## src/rtl/uc_pkg.sv

```systemverilog
// uc_pkg: shared definitions for the unidade_controle control unit.
//   - opcode / funct3 / funct7 encodings of the supported RV64I-style subset
//   - FSM state enum and decoded-instruction kind enum
//   - OP_MEM_I encodings (OP_ALU, OP_MEM, OP_IMM)
//   - uc_dec_t: decoded instruction (register fields, kind, sext imm, illegal flag)
package uc_pkg;

    localparam logic [6:0] OPC_OP     = 7'b0110011;
    localparam logic [6:0] OPC_OP_IMM = 7'b0010011;
    localparam logic [6:0] OPC_LOAD   = 7'b0000011;
    localparam logic [6:0] OPC_STORE  = 7'b0100011;

    localparam logic [2:0] F3_ADD  = 3'b000;  // ADD/SUB and ADDI
    localparam logic [2:0] F3_SUBI = 3'b010;  // team encoding for SUBI
    localparam logic [2:0] F3_D    = 3'b011;  // 64-bit LD/SD

    localparam logic [6:0] F7_ADD = 7'b0000000;
    localparam logic [6:0] F7_SUB = 7'b0100000;

    localparam logic [1:0] OP_ALU = 2'd0;
    localparam logic [1:0] OP_MEM = 2'd1;
    localparam logic [1:0] OP_IMM = 2'd2;

    typedef enum logic [2:0] {
        StFetch,
        StDecode,
        StExec,
        StWb,
        StTrap
    } uc_state_e;

    typedef enum logic [2:0] {
        KindAdd,
        KindSub,
        KindAddi,
        KindSubi,
        KindLd,
        KindSd
    } uc_kind_e;

    typedef struct packed {
        uc_kind_e    kind;
        logic [4:0]  ra;
        logic [4:0]  rb;
        logic [4:0]  rw;
        logic [63:0] imm;
        logic [1:0]  op_mem;
        logic        add_sub;
        logic        illegal;
    } uc_dec_t;

endpackage

```

## src/rtl/uc_decodificador.sv

```systemverilog
// uc_decodificador: purely combinational decode of one 32-bit instruction word.
// Ports:
//   instr_i  in  32  instruction word (already registered upstream)
//   dec_o    out     decoded instruction (uc_dec_t)
// Fields not used by an instruction type are driven to zero.
module uc_decodificador
    import uc_pkg::*;
(
    input  logic [31:0] instr_i,
    output uc_dec_t     dec_o
);

    logic [6:0]  opcode;
    logic [2:0]  funct3;
    logic [6:0]  funct7;
    logic [63:0] imm_i;
    logic [63:0] imm_s;

    assign opcode = instr_i[6:0];
    assign funct3 = instr_i[14:12];
    assign funct7 = instr_i[31:25];
    assign imm_i  = {{52{instr_i[31]}}, instr_i[31:20]};
    assign imm_s  = {{52{instr_i[31]}}, instr_i[31:25], instr_i[11:7]};

    always_comb begin
        dec_o.kind    = KindAdd;
        dec_o.ra      = 5'd0;
        dec_o.rb      = 5'd0;
        dec_o.rw      = 5'd0;
        dec_o.imm     = 64'd0;
        dec_o.op_mem  = OP_ALU;
        dec_o.add_sub = 1'b0;
        dec_o.illegal = 1'b1;
        case (opcode)
            OPC_OP: begin
                dec_o.ra = instr_i[19:15];
                dec_o.rb = instr_i[24:20];
                dec_o.rw = instr_i[11:7];
                if (funct3 == F3_ADD && funct7 == F7_ADD) begin
                    dec_o.illegal = 1'b0;
                end else if (funct3 == F3_ADD && funct7 == F7_SUB) begin
                    dec_o.kind    = KindSub;
                    dec_o.add_sub = 1'b1;
                    dec_o.illegal = 1'b0;
                end
            end
            OPC_OP_IMM: begin
                dec_o.ra     = instr_i[19:15];
                dec_o.rw     = instr_i[11:7];
                dec_o.imm    = imm_i;
                dec_o.op_mem = OP_IMM;
                if (funct3 == F3_ADD) begin
                    dec_o.kind    = KindAddi;
                    dec_o.illegal = 1'b0;
                end else if (funct3 == F3_SUBI) begin
                    dec_o.kind    = KindSubi;
                    dec_o.add_sub = 1'b1;
                    dec_o.illegal = 1'b0;
                end
            end
            OPC_LOAD: begin
                // Base register goes on Rb so the ALU adds it to OFFSET.
                dec_o.kind   = KindLd;
                dec_o.rb     = instr_i[19:15];
                dec_o.rw     = instr_i[11:7];
                dec_o.imm    = imm_i;
                dec_o.op_mem = OP_MEM;
                dec_o.illegal = (funct3 != F3_D);
            end
            OPC_STORE: begin
                dec_o.kind   = KindSd;
                dec_o.rb     = instr_i[19:15];
                dec_o.ra     = instr_i[24:20];
                dec_o.imm    = imm_s;
                dec_o.op_mem = OP_MEM;
                dec_o.illegal = (funct3 != F3_D);
            end
            default: ;
        endcase
    end

endmodule

```

## src/rtl/unidade_controle.sv

```systemverilog
// unidade_controle: multicycle control unit for the register-bank/ALU/memory datapath.
// FETCH -> DECODE -> EXEC [-> WB for LD] -> FETCH; pc advances on retirement.
// Ports:
//   clk, rst_n (async, active low)
//   instr_req out / instr_valid, instr[31:0] in : fetch handshake
//   pc[63:0]                                    : current instruction address
//   Ra, Rb, Rw, WE_reg, WE_mem, OFFSET, OP_MEM_I, ADD_SUB : datapath controls
//   busy : high outside FETCH; trap : sticky illegal-instruction flag
// Build option: UC_ILLEGAL_TRAP_EN makes illegal instructions lock the unit in TRAP;
// otherwise they retire as NOPs and trap is tied low.
module unidade_controle
    import uc_pkg::*;
#(
    parameter logic [63:0] PC_RESET = 64'h0,
    parameter int unsigned PC_STEP  = 4
) (
    input  logic        clk,
    input  logic        rst_n,
    output logic        instr_req,
    input  logic        instr_valid,
    input  logic [31:0] instr,
    output logic [63:0] pc,
    output logic [4:0]  Ra,
    output logic [4:0]  Rb,
    output logic [4:0]  Rw,
    output logic        WE_reg,
    output logic        WE_mem,
    output logic [63:0] OFFSET,
    output logic [1:0]  OP_MEM_I,
    output logic        ADD_SUB,
    output logic        busy,
    output logic        trap
);

    uc_state_e   state_q, state_d;
    uc_kind_e    kind_q, kind_d;
    uc_dec_t     dec;
    logic [31:0] instr_q, instr_d;
    logic [63:0] pc_q, pc_d, pc_next;
    logic [63:0] offset_q, offset_d;
    logic [4:0]  ra_q, ra_d, rb_q, rb_d, rw_q, rw_d;
    logic [1:0]  op_mem_q, op_mem_d;
    logic        add_sub_q, add_sub_d;
    logic        we_reg_q, we_reg_d, we_mem_q, we_mem_d;
    logic        req_q, req_d, busy_q, busy_d;

    uc_decodificador u_dec (
        .instr_i (instr_q),
        .dec_o   (dec)
    );

    assign pc_next = pc_q + 64'(PC_STEP);

    always_comb begin
        state_d   = state_q;
        kind_d    = kind_q;
        instr_d   = instr_q;
        pc_d      = pc_q;
        offset_d  = offset_q;
        ra_d      = ra_q;
        rb_d      = rb_q;
        rw_d      = rw_q;
        op_mem_d  = op_mem_q;
        add_sub_d = add_sub_q;
        we_reg_d  = 1'b0;
        we_mem_d  = 1'b0;
        unique case (state_q)
            StFetch: begin
                // req_q gates acceptance so nothing is taken in the cycle right after reset.
                if (req_q && instr_valid) begin
                    instr_d = instr;
                    state_d = StDecode;
                end
            end
            StDecode: begin
                if (dec.illegal) begin
`ifdef UC_ILLEGAL_TRAP_EN
                    state_d = StTrap;
`else
                    state_d = StFetch;
                    pc_d    = pc_next;
`endif
                end else begin
                    kind_d    = dec.kind;
                    ra_d      = dec.ra;
                    rb_d      = dec.rb;
                    rw_d      = dec.rw;
                    offset_d  = dec.imm;
                    op_mem_d  = dec.op_mem;
                    add_sub_d = dec.add_sub;
                    state_d   = StExec;
                    // Enables are registered, so the EXEC pulse is set up here.
                    we_reg_d  = (dec.kind != KindLd) && (dec.kind != KindSd) && (dec.rw != 5'd0);
                    we_mem_d  = (dec.kind == KindSd);
                end
            end
            StExec: begin
                if (kind_q == KindLd) begin
                    state_d  = StWb;
                    we_reg_d = (rw_q != 5'd0);
                end else begin
                    state_d = StFetch;
                    pc_d    = pc_next;
                end
            end
            StWb: begin
                state_d = StFetch;
                pc_d    = pc_next;
            end
`ifdef UC_ILLEGAL_TRAP_EN
            StTrap: state_d = StTrap;
`endif
            default: state_d = StFetch;
        endcase
        req_d  = (state_d == StFetch);
        busy_d = (state_d != StFetch);
    end

    always_ff @(posedge clk or negedge rst_n) begin
        if (!rst_n) begin
            state_q   <= StFetch;
            kind_q    <= KindAdd;
            instr_q   <= 32'd0;
            pc_q      <= PC_RESET;
            offset_q  <= 64'd0;
            ra_q      <= 5'd0;
            rb_q      <= 5'd0;
            rw_q      <= 5'd0;
            op_mem_q  <= OP_ALU;
            add_sub_q <= 1'b0;
            we_reg_q  <= 1'b0;
            we_mem_q  <= 1'b0;
            req_q     <= 1'b0;
            busy_q    <= 1'b0;
        end else begin
            state_q   <= state_d;
            kind_q    <= kind_d;
            instr_q   <= instr_d;
            pc_q      <= pc_d;
            offset_q  <= offset_d;
            ra_q      <= ra_d;
            rb_q      <= rb_d;
            rw_q      <= rw_d;
            op_mem_q  <= op_mem_d;
            add_sub_q <= add_sub_d;
            we_reg_q  <= we_reg_d;
            we_mem_q  <= we_mem_d;
            req_q     <= req_d;
            busy_q    <= busy_d;
        end
    end

`ifdef UC_ILLEGAL_TRAP_EN
    logic trap_q;

    always_ff @(posedge clk or negedge rst_n) begin
        if (!rst_n) begin
            trap_q <= 1'b0;
        end else if (state_d == StTrap) begin
            trap_q <= 1'b1;
        end
    end

    assign trap = trap_q;
`else
    assign trap = 1'b0;
`endif

    assign instr_req = req_q;
    assign pc        = pc_q;
    assign Ra        = ra_q;
    assign Rb        = rb_q;
    assign Rw        = rw_q;
    assign WE_reg    = we_reg_q;
    assign WE_mem    = we_mem_q;
    assign OFFSET    = offset_q;
    assign OP_MEM_I  = op_mem_q;
    assign ADD_SUB   = add_sub_q;
    assign busy      = busy_q;

endmodule
```

## config.mk

```make
export PLATFORM = sky130hd
export DESIGN_NAME = unidade_controle
export DESIGN_NICKNAME = d
export VERILOG_FILES = /design/src/rtl/uc_pkg.sv /design/src/rtl/uc_decodificador.sv /design/src/rtl/unidade_controle.sv
export SDC_FILE = /design/constraint.sdc
export NUM_CORES = 1
export LEC_CHECK = 0
export BUFFER_PORTS_ARGS = -buffer_cell sky130_fd_sc_hd__buf_2
export CAP_MARGIN = 20
export CORE_MARGIN = 3
export CORE_UTILIZATION = 55
export DETAILED_ROUTE_END_ITERATION = 16
export PLACE_DENSITY_LB_ADDON = 0.2
export SETUP_SLACK_MARGIN = 0.5
export SLEW_MARGIN = 20
export SYNTH_ARGS = -nofsm -noshare
export SYNTH_HDL_FRONTEND = slang
export SYNTH_HIERARCHICAL = 1
export SYNTH_SLANG_ARGS = --single-unit
```

## constraint.sdc

```tcl
create_clock -name clk -period 8.3 [get_ports clk]
set_clock_uncertainty 0.15 [all_clocks]
set_input_delay 1.245 -clock clk [delete_from_list [all_inputs] [get_ports clk]]
set_output_delay 1.245 -clock clk [all_outputs]
set_load 0.05 [all_outputs]
```

==> PnR_summary.wiki, run 1 <==
{| class="wikitable"
! Metric !! Value
|-
| Number of nets in the layout || 856
|-
| Worst IR Drop VDD || 0.142 mV
|-
| Worst stage delay on the critical path || 0.77 ns
|-
| Antenna violations before repair || 0
|-
| Final slew viol count || 0
|-
| Startpoint type of the worst setup path || register
|-
| Critical path class || register to register
|-
| Row Count || 44
|-
| Total negative slack for setup checks || 0 ns
|-
| DRC Markers || 0
|-
| Share of total power in combinational logic || 9.6%
|-
| Number of warnings issued by yosys || 6
|-
| Overall Global Routing Usage || 21.0%
|-
| Flip-flop count of the largest register after layout || 64
|-
| Die H || 130 microns
|-
| Post-synthesis instance area || 0.00841 sq mm
|-
| Average wire per cell in the routed design || 17.2 microns
|-
| Part of the total power dissipated in sequential elements || 49.1%
|-
| Post-synth EDFFs || 0
|-
| Switching portion of total power || 25.1%
|-
| Total routed wirelength || 17,500 microns
|-
| Count of input and output buffers || 182
|-
| Sequential area share after synthesis || 55.3%
|-
| Number of instances resized during post-cts repair || 0
|-
| Remaining global-route overflow || 0
|-
| Cell at the root of the clock tree || sky130_fd_sc_hd__clkbuf_16
|-
| CTS Hold Bufs || 0
|-
| Leakage power summed over all cells || 0.00503 uW
|-
| H-Tree Depth || 4
|-
| Cell count after synthesis || 688
|-
| Max transition margin || 29.5%
|-
| Proportion of register bits with asynchronous set or reset after synthesis || 100%
|-
| Clock buffers created by TritonCTS || 17
|-
| Share of cells above drive strength 1 || 41.8%
|-
| Top_reg_cell synth || sky130_fd_sc_hd__dfrtp_1
|-
| Worst hold-check slack || 0.314 ns
|-
| Number of global-route vias before repair || 5,493
|-
| Post-Synthesis Mean Instance Area || 12.2 sq um
|-
| Synth-to-layout area growth || 15.6%
|-
| Synth unique cells || 43
|-
| RSZ-0062 raised after global routing || false
|-
| Worst path arrival time || 3.71 ns
|-
| Worst-margin pin slew || 1.06 ns
|-
| Number of register bits inferred by synthesis || 186
|-
| Initial Util || 57.0%
|-
| Clock network fraction of total power || 41.3%
|-
| Area of the core region || 0.0148 sq mm
|-
| Post-route minimum period || 3.52 ns
|-
| Die area || 0.0168 sq mm
|-
| Width of the die || 130 microns
|-
| Clock latency on the worst-skew pair || 0.42 ns
|-
| Placer Congestion || 0.842
|-
| Via/cell ratio || 5.60
|-
| Final hold viol count || 0
|-
| Post-detail-place hpwl || 12,400 microns
|-
| Max_cap viols || 0
|-
| Iteration-0 DRC count of the detailed router || 340
|-
| Post-CTS setup buffer count || 0
|-
| Cell-internal power || 1530 uW
|-
| Setup crit end kind || register
|-
| Placed inst area || 0.00910 sq mm
|-
| Outcome || finished, final reports clean
|-
| Max frequency || 284 MHz
|-
| Setup-violating endpoint count in the final report || 0
|-
| CTS tree || built
|-
| Critical path data required time || 8.49 ns
|-
| Clock-pin transition on the worst setup and hold timing paths || 0.06 ns
|-
| Reported net switching power || 514 uW
|-
| Final Cell Area || 0.00973 sq mm
|-
| Detailed-route via count || 5,695
|-
| Power density relative to cell area || 211 mW/mm^2
|-
| Ratio of final minimum period to clock period || 42.4%
|-
| Sink Count || 186
|-
| Pin count of the biggest net entering global routing || 120
|-
| Chain of cells forming the critical path || nand2_1, a31oi_1, a211o_1, a21oi_2, a2111oi_4, nand3_1, nor3_1, xor2_1
|-
| Global-route wire length before repair || 28,000 microns
|-
| Total I/O pin count || 186
|-
| Worst hold path class || register to register
|-
| Clock Tree Buf Depth || 2
|-
| Diodes inserted || 0
|-
| Pre-antenna DRT Iters || 4
|-
| Count of nets left with antenna violations after detail routing || 0
|-
| Cell at the slowest stage of the critical path || sky130_fd_sc_hd__dfrtp_1
|-
| Crit path max fanout || 24
|}
worst paths after layout:
kind                       cells after the start    endpoint       start  slack, ns
min                                            1      pc[63]      pc[63]       0.31
max reg2reg                                    8      pc[57]  instr_q[5]       4.78
min in group asynchronous                      1  OFFSET[47]       rst_n       0.81
min reg2reg                                    1      pc[63]      pc[63]       0.31
max in group asynchronous                      2      pc[60]       rst_n       5.79
max                                            8      pc[57]  instr_q[5]       4.78
layout by cell type (no fill, tap or decap), drive strengths merged, types with 3 or more instances in the layout:
cell type / count
nor4: 13
and2: 3
bufinv: 4
dfrtp: 186
nor3: 17
nor2: 34
nor4b: 3
nand3b: 3
xor2: 28
clkbuf: 21
nor2b: 6
inv: 10
nand4: 26
or4: 3
nand2: 44
mux2: 118
buf: 186
a2111oi: 3
nand3: 35
clkinv: 4
a21oi: 16
conb: 4
and3: 15
clkinvlp: 3
xnor2: 33
per-stage QoR:
stage               setup WS [ns]  instances  util (%)  total power [uW]
floorplan                    5.45        691         -              1160
global placement             4.85        985      61.7              1210
detailed placement           4.83        985      61.7              1220
CTS                          4.80       1017      65.9              2060
global route                 4.42       1017      65.9              2130
finish                       4.78       1017      65.9              2050
critical path, delay by kind of cell, from the launching register on:
kind,cells,cell delay [ns]
DFF,1,0.77
xor gates and xnor gates,1,0.17
and+or+nand+nor,3,1.08
AOI/OAI and AO/OA,4,1.26
synth_stat cells (all sizes together), types with 6 or more instances:
cell type  instances  share of area (%)
a21oi             16                1.0
buf               62                5.4
nand4             26                1.9
inv                9               0.40
xor2              28                2.9
xnor2             33                3.4
dfrtp            186                 55
nor4              13                1.2
nor3              17                1.0
clkbuf            15               0.67
nor2b              6               0.45
mux2             118                 16
and3              15                1.1
nor2              34                1.5
nand3             35                2.1
nand2             44                2.0
metal layers:
layer  vias to the layer above  wire length (microns)  GRT usage (%)
li1                       2622                      -              -
met1                      2874                   7870           29.6
met2                       186                   8530           33.5
met3                        13                    933           4.12
met4                         0                    158           6.11
met5                         -                      0              0
cell type report:
| cell class | count | area, sq um |
|---|---|---|
| Clock buffer | 20 | 447 |
| Inverter | 9 | 33.8 |
| Fill cell | 1162 | 5030 |
| Timing Repair Buffer | 187 | 957 |
| Tap cell | 184 | 230 |
| Clock inverter | 12 | 171 |
| Multi-Input combinational cell | 419 | 3230 |
| Sequential cell | 186 | 4650 |
power by group through the flow:
stage | sequential [uW] | combinational, uW | clock, uW
after floorplan | 1040 | 118 | 0
after global placement | 1020 | 189 | 0
after detailed placement | 1020 | 196 | 0
after CTS | 1010 | 197 | 860
after global routing | 1010 | 214 | 901
final | 1010 | 196 | 846
logic make-up (layout without fill, tap and decap cells):
family / Yosys count / in the layout / synth area share [%]
other: 1 / 4 / 0.0446
adders and majority gates: 1 / 1 / 0.149
buffers and inverters: 86 / 228 / 6.50
DFF: 186 / 186 / 55.3
xor gates and xnor gates: 61 / 61 / 6.35
AOI/OAI and AO/OA: 27 / 27 / 2.54
and+or+nand+nor: 208 / 208 / 13.3
muxes: 118 / 118 / 15.8
Power figures use the tool's default switching activity.
==> run 2, diff against run 1 <==
Settings changed: CORE_UTILIZATION 55 to 50.
Clock period 8.3 ns to 3.15 ns, I/O delays scaled along.
==> run 2 against run 1 <==
  * Routed wire length is 8.2% higher
  * Global-route usage is 0.64 points lower
  * Critical path depth shrank 1
  * Final area grew 4.2%
  * Critical path type unchanged
  * Critical endpoint is now Ra[3]
  * Largest cell class unchanged
  * Largest power group unchanged
==> PnR_summary.wiki, run 2 (synthesis gave the netlist of run 1 again) <==
{| class="wikitable"
! Metric !! Value
|-
| Outcome || finished, final reports clean
|-
| H-Tree Depth || 4
|-
| Final hold viol count || 0
|-
| Final slew viol count || 0
|-
| Total routed wirelength || 18,900 microns
|-
| Average wire per cell in the routed design || 17.7 microns
|-
| Worst path arrival time || 2.81 ns
|-
| Iteration-0 DRC count of the detailed router || 226
|-
| Part of the total power dissipated in sequential elements || 47.9%
|-
| Max_cap viols || 0
|-
| Clock latency on the worst-skew pair || 0.42 ns
|-
| Pre-antenna DRT Iters || 4
|-
| Routed wl met3 || 1050 microns
|-
| Setup-violating endpoint count in the final report || 0
|-
| Global-route wire length before repair || 30,100 microns
|-
| Diodes inserted || 0
|-
| Crit path max fanout || 7
|-
| Pin count of the biggest net entering global routing || 66
|-
| Most frequent standard cell in the layout excluding fill and tap cells || sky130_fd_sc_hd__dfrtp_1
|-
| Flip-flop count of the largest register after layout || 64
|-
| Ratio of final minimum period to clock period || 84.4%
|-
| Worst IR Drop VDD || 0.357 mV
|-
| Critical path class || register to register
|-
| DRC Markers || 0
|-
| Leakage power summed over all cells || 0.00518 uW
|-
| Synth-to-layout area growth || 20.4%
|-
| Initial Util || 52.0%
|-
| Clock network fraction of total power || 41.7%
|-
| Detailed-route via count || 5,748
|-
| Area of the core region || 0.0162 sq mm
|-
| Via/cell ratio || 5.38
|-
| Clock-pin transition on the worst setup and hold timing paths || 0.07 ns
|-
| Clock buffers created by TritonCTS || 17
|-
| Total negative slack for setup checks || 0 ns
|-
| Sink Count || 186
|-
| Share of total power in combinational logic || 10.4%
|-
| Count of input and output buffers || 182
|-
| Reported net switching power || 1430 uW
|-
| Die H || 136 microns
|-
| End-of-flow core utilization || 62.6%
|-
| Share of cells above drive strength 1 || 44.5%
|-
| Width of the die || 136 microns
|-
| Startpoint type of the worst setup path || register
|-
| Max frequency || 376 MHz
|-
| Critical path data required time || 3.30 ns
|-
| Post-detail-place hpwl || 13,200 microns
|-
| Count of nets left with antenna violations after detail routing || 0
|-
| Worst hold path class || input pin to register
|-
| Number of nets in the layout || 875
|-
| CTS tree || built
|-
| Setup crit end kind || register
|-
| Placer Congestion || 0.781
|-
| Total I/O pin count || 186
|-
| RSZ-0062 raised after global routing || true
|-
| Met2 routed wirelength || 9130 microns
|-
| Power density relative to cell area || 542 mW/mm^2
|-
| Number of global-route vias before repair || 5,768
|-
| Max transition margin || 42.8%
|-
| Row Count || 46
|-
| Post-route minimum period || 2.66 ns
|-
| Cell-internal power || 4060 uW
|-
| Cell at the root of the clock tree || sky130_fd_sc_hd__clkbuf_16
|-
| Most frequent cells in the layout || 186 x sky130_fd_sc_hd__dfrtp_1, 181 x sky130_fd_sc_hd__buf_2, 111 x sky130_fd_sc_hd__mux2_2
|-
| Antenna violations before repair || 0
|-
| Remaining global-route overflow || 0
|-
| Wire length on met1 || 8500 microns
|-
| Switching portion of total power || 26.1%
|-
| Top routing layer in use || met4
|-
| Overall Global Routing Usage || 20.4%
|-
| Clock Tree Buf Depth || 2
|-
| Die area || 0.0184 sq mm
|-
| Worst-margin pin slew || 0.851 ns
|-
| Number of filler instances in the final layout || 1,289
|}
==> run 2: cell types whose count changed in the layout (fill, tap and decap cells not counted), moves of 3 or more <==
cell,change
sky130_fd_sc_hd__nor4_2,+3
sky130_fd_sc_hd__clkinv_2,-4
sky130_fd_sc_hd__buf_4,+8
sky130_fd_sc_hd__nor4_1,-3
sky130_fd_sc_hd__buf_6,+4
sky130_fd_sc_hd__clkinv_4,+4
sky130_fd_sc_hd__mux2_4,+7
sky130_fd_sc_hd__mux2_2,-7
sky130_fd_sc_hd__buf_12,+4
==> run 2: final cells by class <==
type	instances	area [sq um]	area share, %
multi-input combinational	419	3320	32.7
clock buffer	17	425	4.20
timing repair buffer	206	1220	12.0
tap	216	270	2.67
sequential	186	4650	45.9
clock inverter	15	215	2.12
inverter	9	33.8	0.333
==> run 2: power by group through the flow <==
stage	Combinational [uW]	Sequential, uW	Clock (uW)
6_report	569	2630	2290
5_1_grt	623	2650	2440
4_1_cts	565	2630	2350
3_5_place_dp	560	2670	0
3_3_place_gp	550	2660	0
2_1_floorplan	313	2740	0
==> run 2: per-stage QoR <==
step | setup slack (ns) | hold slack [ns] | instances | power (uW) | instance area, sq um
after floorplan | 0.509 | 0.0269 | 691 | 3050 | 8440
after global placement | 0.414 | 0.306 | 1027 | 3210 | 9250
after detailed placement | 0.348 | 0.321 | 1027 | 3230 | 9250
after CTS | 0.435 | 0.107 | 1063 | 5540 | 9950
after global routing | 0.428 | 0.114 | 1068 | 5710 | 10100
final | 0.492 | 0.126 | 1068 | 5490 | 10100
==> run 2: per-layer routing <==
metal  up-vias  track usage [%]
li1       2659                -
met1      2879             27.9
met2       190             33.1
met3        20             4.16
met4         0             6.05
met5         -                0
==> run 2: timing repair <==
| item | 4_1_cts | 5_1_grt |
|---|---|---|
| gates resized for setup | 3 | 23 |
| endpoints found under the setup margin | 113 | 133 |
| pin swaps | 1 | 3 |
| hold buffers | 1 | 0 |
| hold endpoints to repair | 61 | 0 |
| cloned | 1 | 3 |
| setup buffers | 2 | 2 |
==> run 2: worst max-delay path, stage by stage (launching register included) <==
cell and delay, ns:
sky130_fd_sc_hd__dfrtp_1 0.40, sky130_fd_sc_hd__or4_4 0.57, sky130_fd_sc_hd__a211o_4 0.36, sky130_fd_sc_hd__nor4b_4 0.26, sky130_fd_sc_hd__buf_6 0.18, sky130_fd_sc_hd__buf_12 0.12
sky130_fd_sc_hd__clkbuf_16 0.15, sky130_fd_sc_hd__mux2_2 0.33
==> run 2: final timing paths <==
| kind | start | end | depth (start not counted) | slack, ns |
|---|---|---|---|---|
| worst min-delay path | instr[15] | instr_q[15] | 2 | 0.13 |
| worst max register to register | instr_q[3] | Ra[3] | 7 | 0.49 |
| min in group asynchronous | rst_n | OFFSET[12] | 2 | 0.45 |
| max in group asynchronous | rst_n | OFFSET[39] | 3 | 1.59 |
| worst max-delay path | instr_q[3] | Ra[3] | 7 | 0.49 |
| worst min register to register | pc[63] | pc[63] | 1 | 0.32 |
